==> config.mk <==
export PLATFORM = sky130hd
export DESIGN_NAME = conv_psum_accum
export DESIGN_NICKNAME = d
export VERILOG_FILES = /design/src/rtl/conv_pkg.sv /design/src/rtl/psum_out_fifo.sv /design/src/rtl/conv_psum_accum.sv
export SDC_FILE = /design/constraint.sdc
export NUM_CORES = 1
export LEC_CHECK = 0
export BUFFER_PORTS_ARGS = -buffer_cell sky130_fd_sc_hd__buf_2
export CORE_MARGIN = 2
export CORE_UTILIZATION = 40
export CTS_CLUSTER_DIAMETER = 40
export DETAILED_ROUTE_END_ITERATION = 6
export PLACE_DENSITY = 0.6
export REMOVE_ABC_BUFFERS = 1
export SLEW_MARGIN = 15
export SYNTH_ARGS = -nofsm -noshare
export SYNTH_HDL_FRONTEND = slang
export SYNTH_SLANG_ARGS = --single-unit
==> constraint.sdc <==
create_clock -name clk -period 7.62 [get_ports clk]
set_input_delay 0 -clock clk [delete_from_list [all_inputs] [get_ports clk]]
set_output_delay 0 -clock clk [all_outputs]
set_load 0.05 [all_outputs]
==> src/rtl/conv_pkg.sv <==
// conv_pkg: shared widths, accumulator/state types and output saturation for the conv psum path.
package conv_pkg;
  localparam int DEF_PROD_W = 16;
  localparam int DEF_ACC_W = 24;
  localparam int DEF_OUT_W = 16;
  typedef logic signed [DEF_ACC_W-1:0] acc_t;
  typedef enum logic {IDLE, RUN} state_t;
  // Clamp a sign-extended value into the signed range of a w-bit result.
  function automatic logic signed [63:0] sat(input logic signed [63:0] v, input int w);
    logic signed [63:0] mx, mn;
    mx = (64'sd1 <<< (w - 1)) - 64'sd1;
    mn = -(64'sd1 <<< (w - 1));
    return v > mx ? mx : v < mn ? mn : v;
  endfunction
endpackage

==> src/rtl/psum_out_fifo.sv <==
// psum_out_fifo: synchronous FIFO for finished output pixels.
// Ports: clk, rst_n (async, active-low), clr (sync flush), push/din, pop/dout,
// level (occupied entries), full, empty. dout reads 0 while empty.
// A push while full is accepted only if a pop frees the head in the same cycle.
module psum_out_fifo #(
  parameter int W = 16,
  parameter int DEPTH = 4
) (
  input  logic                       clk,
  input  logic                       rst_n,
  input  logic                       clr,
  input  logic                       push,
  input  logic [W-1:0]               din,
  input  logic                       pop,
  output logic [W-1:0]               dout,
  output logic [$clog2(DEPTH):0]     level,
  output logic                       full,
  output logic                       empty
);
  localparam int AW = $clog2(DEPTH);
  logic [W-1:0] mem [DEPTH];
  logic [AW-1:0] wr_ptr, rd_ptr;
  logic wr_en, rd_en;
  assign full = level == (AW+1)'(DEPTH);
  assign empty = level == '0;
  assign rd_en = pop && !empty;
  assign wr_en = push && (!full || rd_en);
  assign dout = empty ? '0 : mem[rd_ptr];
  always_ff @(posedge clk or negedge rst_n)
    if (!rst_n) begin
      wr_ptr <= '0;
      rd_ptr <= '0;
      level <= '0;
    end else if (clr) begin
      wr_ptr <= '0;
      rd_ptr <= '0;
      level <= '0;
    end else begin
      wr_ptr <= wr_ptr + AW'(wr_en);
      rd_ptr <= rd_ptr + AW'(rd_en);
      level <= level + (AW+1)'(wr_en) - (AW+1)'(rd_en);
    end
  always_ff @(posedge clk)
    if (wr_en) mem[wr_ptr] <= din;
endmodule

==> src/rtl/conv_psum_accum.sv <==
// conv_psum_accum: accumulates MAC products over K kernel rows and queues saturated pixels.
// Ports: clk, rst_n (async, active-low); load/kernel start a window sequence (kernel 0 idles);
// enable, prod_valid/prod_data, ready_psum from the upstream counter; out_valid/out_ready/out_data
// drain the pixel FIFO; fifo_level, sticky ovf_err (pixel dropped on full), busy.
// Build option: define RELU_EN to clamp negative pixels to 0 after saturation.
module conv_psum_accum import conv_pkg::*; #(
  parameter int PROD_W = DEF_PROD_W,
  parameter int ACC_W = DEF_ACC_W,
  parameter int OUT_W = DEF_OUT_W,
  parameter int FIFO_DEPTH = 4
) (
  input  logic                            clk,
  input  logic                            rst_n,
  input  logic                            load,
  input  logic [2:0]                      kernel,
  input  logic                            enable,
  input  logic                            prod_valid,
  input  logic signed [PROD_W-1:0]        prod_data,
  input  logic                            ready_psum,
  output logic                            out_valid,
  input  logic                            out_ready,
  output logic signed [OUT_W-1:0]         out_data,
  output logic [$clog2(FIFO_DEPTH):0]     fifo_level,
  output logic                            ovf_err,
  output logic                            busy
);
  state_t state;
  logic [2:0] kernel_reg, row_cnt;
  logic signed [ACC_W-1:0] acc, sum;
  logic signed [OUT_W-1:0] pix, push_val;
  logic active, close, push, pop, full, empty;
  assign active = state == RUN && enable && !load;
  // A product coincident with ready_psum belongs to the closing row.
  assign sum = acc + (prod_valid ? {{(ACC_W-PROD_W){prod_data[PROD_W-1]}}, prod_data} : '0);
  assign close = ready_psum && row_cnt == kernel_reg - 3'd1;
  assign push = active && close;
  assign pop = out_valid && out_ready;
  assign pix = OUT_W'(sat(64'(sum), OUT_W));
`ifdef RELU_EN
  assign push_val = pix[OUT_W-1] ? '0 : pix;
`else
  assign push_val = pix;
`endif
  assign out_valid = !empty;
  assign busy = state == RUN && (acc != '0 || row_cnt != '0);
  always_ff @(posedge clk or negedge rst_n)
    if (!rst_n) begin
      state <= IDLE;
      kernel_reg <= '0;
      acc <= '0;
      row_cnt <= '0;
      ovf_err <= 1'b0;
    end else begin
      ovf_err <= ovf_err | (push && full && !pop);
      if (load) begin
        state <= kernel != '0 ? RUN : IDLE;
        kernel_reg <= kernel;
        acc <= '0;
        row_cnt <= '0;
      end else if (active) begin
        acc <= close ? '0 : sum;
        row_cnt <= close ? '0 : row_cnt + 3'(ready_psum);
      end
    end
  psum_out_fifo #(.W(OUT_W), .DEPTH(FIFO_DEPTH)) u_fifo (
    .clk(clk),
    .rst_n(rst_n),
    .clr(load),
    .push(push),
    .din(push_val),
    .pop(pop),
    .dout(out_data),
    .level(fifo_level),
    .full(full),
    .empty(empty)
  );
endmodule

**Word level (Yosys, flattened, before mapping)**

Memory sizes are Yosys's and may differ from the RTL's.
Cells that the tools add are included.

- Register bits: 39
- Memory bits (writable): 64
- Input bits: 26
- Output and inout port bits: 22
- Word-level logic and storage cells: 58
- Memories kept: 1

- $add $sub $neg: 7
- $lt $le $gt $ge: 2
- Eq/ne operators: 2
- Mux-type cells: 16
- Bitwise logic cells: 1
- Reduce and logical (&&, ||, !) cells: 21

Memory list:

| name | depth | width | rd ports | clocked after Yosys merged registers in | write ports | RTL line | text |
|---|---|---|---|---|---|---|---|
| u_fifo.mem | 4 | 16 | 1 | 0 | 1 | psum_out_fifo.sv:21 | `logic [W-1:0] mem [DEPTH];` |

Operators by type and width:

| cell | count |
|---|---|
| $mux W24 | 4 |
| $mux W16 | 3 |
| $add A24 B24 Y24 | 1 |
| $gt A24 B16 Y1 const B | 1 |
| $lt A24 B16 Y1 const B | 1 |
| $reduce_bool A24 Y1 | 1 |
| $mux W3 | 4 |
| $logic_and A1 B1 Y1 | 10 |
| $add A3 B1 Y3 | 2 |
| $reduce_bool A3 Y1 | 2 |
| $add A2 B1 Y2 | 2 |
| $logic_not A1 Y1 | 4 |
| $mux W2 | 2 |
| $eq A3 B3 Y1 | 1 |
| $eq A3 B3 Y1 const B | 1 |
| $logic_not A3 Y1 | 1 |
| $mux W1 | 3 |
| $sub A3 B1 Y3 | 1 |
| $sub A3 B1 Y3 const B | 1 |
| $logic_or A1 B1 Y1 | 2 |
| $reduce_bool A2 Y1 | 1 |
| $or A1 B1 Y1 | 1 |

**Depth between registers and ports, before layout**

- Word-level depth: 9
- Depth in mapped cells: 13
- Depth with buffers taken out: 11

**Modules after synthesis**

Synthesis repeated with hierarchy kept, for this count alone.

- Cells, all modules: 497
- Area, all modules: 6103.4 sq um

By module, submodules not included:

| module | times used | cells an instance | area each (sq um) | sequential area each (sq um) |
|---|---|---|---|---|
| conv_psum_accum | 1 | 358 | 3163.0 | 800.8 |
| psum_out_fifo | 1 | 139 | 2940.3 | 2097.0 |

**Least setup slack after synthesis**

No wires, ideal clock.

- Path kind: reg-to-reg
- Start point: register kernel_reg[0]
- End point: memory u_fifo.mem[0][0], enable pin
- Library setup time: 413 ps
- Data arrival time: 2782 ps
- Data required time: 7207 ps
- Path slack: 4425 ps
- Stages on the path, launching flop included: 7
- Buffers on the path: 0
- Period minus slack after synthesis: 3195 ps
- Cell sequence: dfrtp_1 -> inv_1 -> ha_1 -> xor2_1 -> nand4_1 -> nor4_1 -> nor3b_1

- Cells in the longest elaborated chain, start to end: 7

RTL lines:

| what | RTL line | text |
|---|---|---|
| start: declaration | conv_psum_accum.sv:28 | `logic [2:0] kernel_reg, row_cnt;` |
| start signal: assignment | conv_psum_accum.sv:57 | `kernel_reg <= kernel;` |
| $sub A3 B1 Y3 | conv_psum_accum.sv:35 | `assign close = ready_psum && row_cnt == kernel_reg - 3'd1;` |
| $eq A3 B3 Y1 | conv_psum_accum.sv:35 |  |
| $logic_and A1 B1 Y1 | conv_psum_accum.sv:35 |  |
| $logic_and A1 B1 Y1 | conv_psum_accum.sv:36 | `assign push = active && close;` |
| $logic_and A1 B1 Y1 | psum_out_fifo.sv:27 | `assign wr_en = push && (!full \|\| rd_en);` |
| $mux W1 | psum_out_fifo.sv:44 | `if (wr_en) mem[wr_ptr] <= din;` |
| $mux W1 (not written as such) | psum_out_fifo.sv:44 |  |
| end: declaration | psum_out_fifo.sv:21 |  |

Every way passes these cells.

**Worst setup path after layout**

- Start point: register acc[0]
- End point: memory u_fifo.mem[2][14] (data pin)

- Cells in the longest elaborated chain, start to end: 4
- Elaborated cells on any way between the ends: 5
- Classes of those cells: add/sub: 1; order compare: 2; mux: 2

RTL lines:

| what | RTL line | text |
|---|---|---|
| start: declaration | conv_psum_accum.sv:29 | `logic signed [ACC_W-1:0] acc, sum;` |
| start signal: assignment | conv_psum_accum.sv:61 | `acc <= close ? '0 : sum;` |
| $add A24 B24 Y24 * | conv_psum_accum.sv:34 | `assign sum = acc + (prod_valid ? {{(ACC_W-PROD_W){prod_data[PROD_W-1]}}, prod_data} : '0);` |
| $lt A24 B16 Y1 | conv_pkg.sv:13 | `return v > mx ? mx : v < mn ? mn : v;` |
| $mux W16 | conv_pkg.sv:13 |  |
| $mux W16 * | conv_pkg.sv:13 |  |
| named net pix[14] | conv_psum_accum.sv:30 | `logic signed [OUT_W-1:0] pix, push_val;` |

The timed path passes the listed nets; every way through them passes the cells marked *.

==> flow_summary.ini <==
[outcome]
status = finished, final reports clean

[sta]
fmax_mhz = 258
post-route-period-util_pct = 50.9
finalHoldViolCount = 0
tightest_slew_ps = 1020
rsz0062_at_grt = no
fin_skew_ps = 12.0
timing.slew.headroom_pct = 31.4
setup_viol = 0
fin_ws_ps = 3740
fin_setup_tns_ps = 0
period_needed_ps = 3880
hold_slack_ps = 44.0
drv_slew = 0

[clocking]
cts_sinks = 103
post-cts-setup-buffers = 0
cts_inserted_buffers = 9
insertion_delay_ps = 340
cts-resized-gates = 0
cts.root.buffer_cell = clkbuf_16
cts_hold_buf = 5
cts_tree = built
htree_levels = 3
cts_buffer_depth = 2
cts.clk_slew.worst_paths_ps = 70

[global_routing]
first_global_vias = 4097
grt_antenna_before_repair = 0
grt_pass1_wl_um = 21900
grtUsageTotal_pct = 17.6
grt_max_degree = 40
grt_overflow = 0

[floorplan]
fp-row-count = 44
fp.dieW_um = 125
fp.coreArea_um2 = 14400
io_pins = 48
start_util_pct = 40.7
die_area_um2 = 15700
die_h_um = 125

[worst_setup_path]
crit_path_start = acc[0]$_DFFE_PN0P_
cp_top_family = compound AO/OA/AOI/OAI gates
cp-start-kind = register
crit_path_top_delay_cell = o41ai_4
crit_required_ps = 7800
path_cells = ha_1 > fa_1 > a211oi_2 > o21a_2 > a2bb2oi_2 > a21oi_1 > o21ai_0 > o211ai_1 > o41ai_4 > a21o_1
critPathBufInv = 0
r2r-start = acc[0]$_DFFE_PN0P_
worstPathArrival_ps = 4060
critical_path_peak_fanout = 15
worstSetupPathType = register to register
end_kind = register
max_stage_delay_ps = 850

[yosys]
avgSynthCellArea_um2 = 12.5
ys_top_cells_by_area = edfxtp_1, dfrtp_1, ha_1, mux4_2, a22o_1
synthArstFlopShare_pct = 37.9
ys_seq_area_share_pct = 49.3
synth_cell_types = 73
synth_seq_cells = 103
synth_area_um2 = 5880
ys.flop_type = edfxtp_1
synth_warnings = 0
synthCells = 472
synth_top_cell_area_share_pct = 32.7
yosys.area.top_type = edfxtp_1
synth-edff-count = 64

[placed_design]
hpwl_um = 9820
place_ws_ps = 3800
dp.cells = 686
place_area_um2 = 6270
portBuffers = 47
place_congestion = 0.915

[routing]
wl_met1_um = 6020
dr_wl_met2_um = 6620
wl_per_cell_um = 18.8
highest_layer = met4
wl_met3_um = 410
drc_errors = 0
drtIter0Drc = 236
routed_wl_um = 13300
postRouteAntennaNets = 0
dr.pass1.iters = 4
avgViaCountPerCell = 5.66
num_vias = 4004

[final_layout]
instances_no_fill = 707
final_area_um2 = 6640
largest_reg_flops = 64
layout.nets = 576
diodes = 0
largestRegisters = u_fifo.mem (64), acc (24)
top_register = u_fifo.mem
drive_above_1_share_pct = 23.1
syn_to_final_growth_pct = 12.9

[min_path]
hold_class = input port to register
hold_start = load

[pwr]
leakage_nw = 2.73
power_density_nw_per_um2 = 267
ir_drop_v = 0.000106

[job]
maxCapViolCount = 0
synthesized netlist by cell type, drive strengths merged, types with 2 or more instances:
cell type / instances
xor2: 13
nor3b: 2
nor2b: 21
and3: 4
a22o: 22
ha: 30
o21a: 6
and2: 17
nand3: 11
nor4: 7
or3: 4
nor3: 9
edfxtp: 64
clkbuf: 10
nor2: 18
buf: 10
fa: 2
dfrtp: 39
inv: 12
a41oi: 2
or2: 2
o211ai: 9
a211oi: 4
o21ai: 18
nand4b: 3
a21oi: 22
a32o: 3
nand2: 24
mux4: 16
o21bai: 2
a311oi: 2
xnor2: 13
a21o: 22
nand4: 12
cells by family after synthesis:
kind of cell	Yosys count	share of synthesized area, %
flops	103	49.3
simple gates	139	13.7
compound gates	123	16.7
mux	17	6.32
fa+ha+maj	32	7.07
xor+xnor	26	4.26
buf+inv	32	2.66
power by group:
group / internal (mW) / switching (mW) / leakage (nW)
Clock: 0.258 / 0.201 / 0.146
Sequential: 0.635 / 0.0521 / 1.09
Combinational: 0.207 / 0.416 / 1.50
Total: 1.10 / 0.669 / 2.73
layout by cell type, fill, tap and decap left out, drive strengths merged, types with 4 or more instances in the layout:
| master | n |
|---|---|
| nand3 | 11 |
| edfxtp | 64 |
| ha | 30 |
| and2 | 17 |
| o21ai | 18 |
| or3 | 4 |
| nor2 | 18 |
| buf | 50 |
| a21oi | 22 |
| a211oi | 4 |
| nand2 | 24 |
| and3 | 4 |
| inv | 14 |
| dlygate4sd3 | 5 |
| dfrtp | 39 |
| nor3 | 9 |
| o211ai | 9 |
| o21a | 6 |
| xnor2 | 13 |
| nor4 | 7 |
| nand4 | 12 |
| clkbuf | 9 |
| a21o | 22 |
| nor2b | 21 |
| a22o | 22 |
| xor2 | 13 |
| mux4 | 16 |
final timing paths:
check | end | slack (ps) | cells past startpoint
min in group asynchronous | acc[4]$_DFFE_PN0P_ | 340 | 2
setup reg to reg | u_fifo.mem[2][14]$_DFFE_PP_ | 3740 | 10
setup / recovery | u_fifo.mem[2][14]$_DFFE_PP_ | 3740 | 10
hold / removal | u_fifo.level[2]$_DFF_PN0_ | 40 | 2
max in group asynchronous | u_fifo.rd_ptr[0]$_DFF_PN0_ | 6610 | 2
hold reg to reg | ovf_err$_DFF_PN0_ | 460 | 1
per-layer routing:
layer | vias up | global-route usage [%]
met5 | - | 0
met4 | 0 | 5.16
met3 | 12 | 2.10
met2 | 93 | 29.6
met1 | 1990 | 24.1
li1 | 1909 | -
metrics by stage:
step,utilization (%),power (mW)
floorplan,-,1.16
global placement,43.5,1.31
detailed placement,43.5,1.32
CTS,46.0,1.78
global route,46.0,1.85
finish,46.0,1.77
cell type report:
class | instances | area (um^2)
clock buffers | 9 | 225
clock inverters | 7 | 78.8
repair buffers | 55 | 308
flip-flops and latches | 103 | 2900
inverters | 12 | 45.0
fillers | 1316 | 7790
multi-input cells | 337 | 2850
well taps | 184 | 230
No activity file was read; power rests on OpenSTA's default activity.
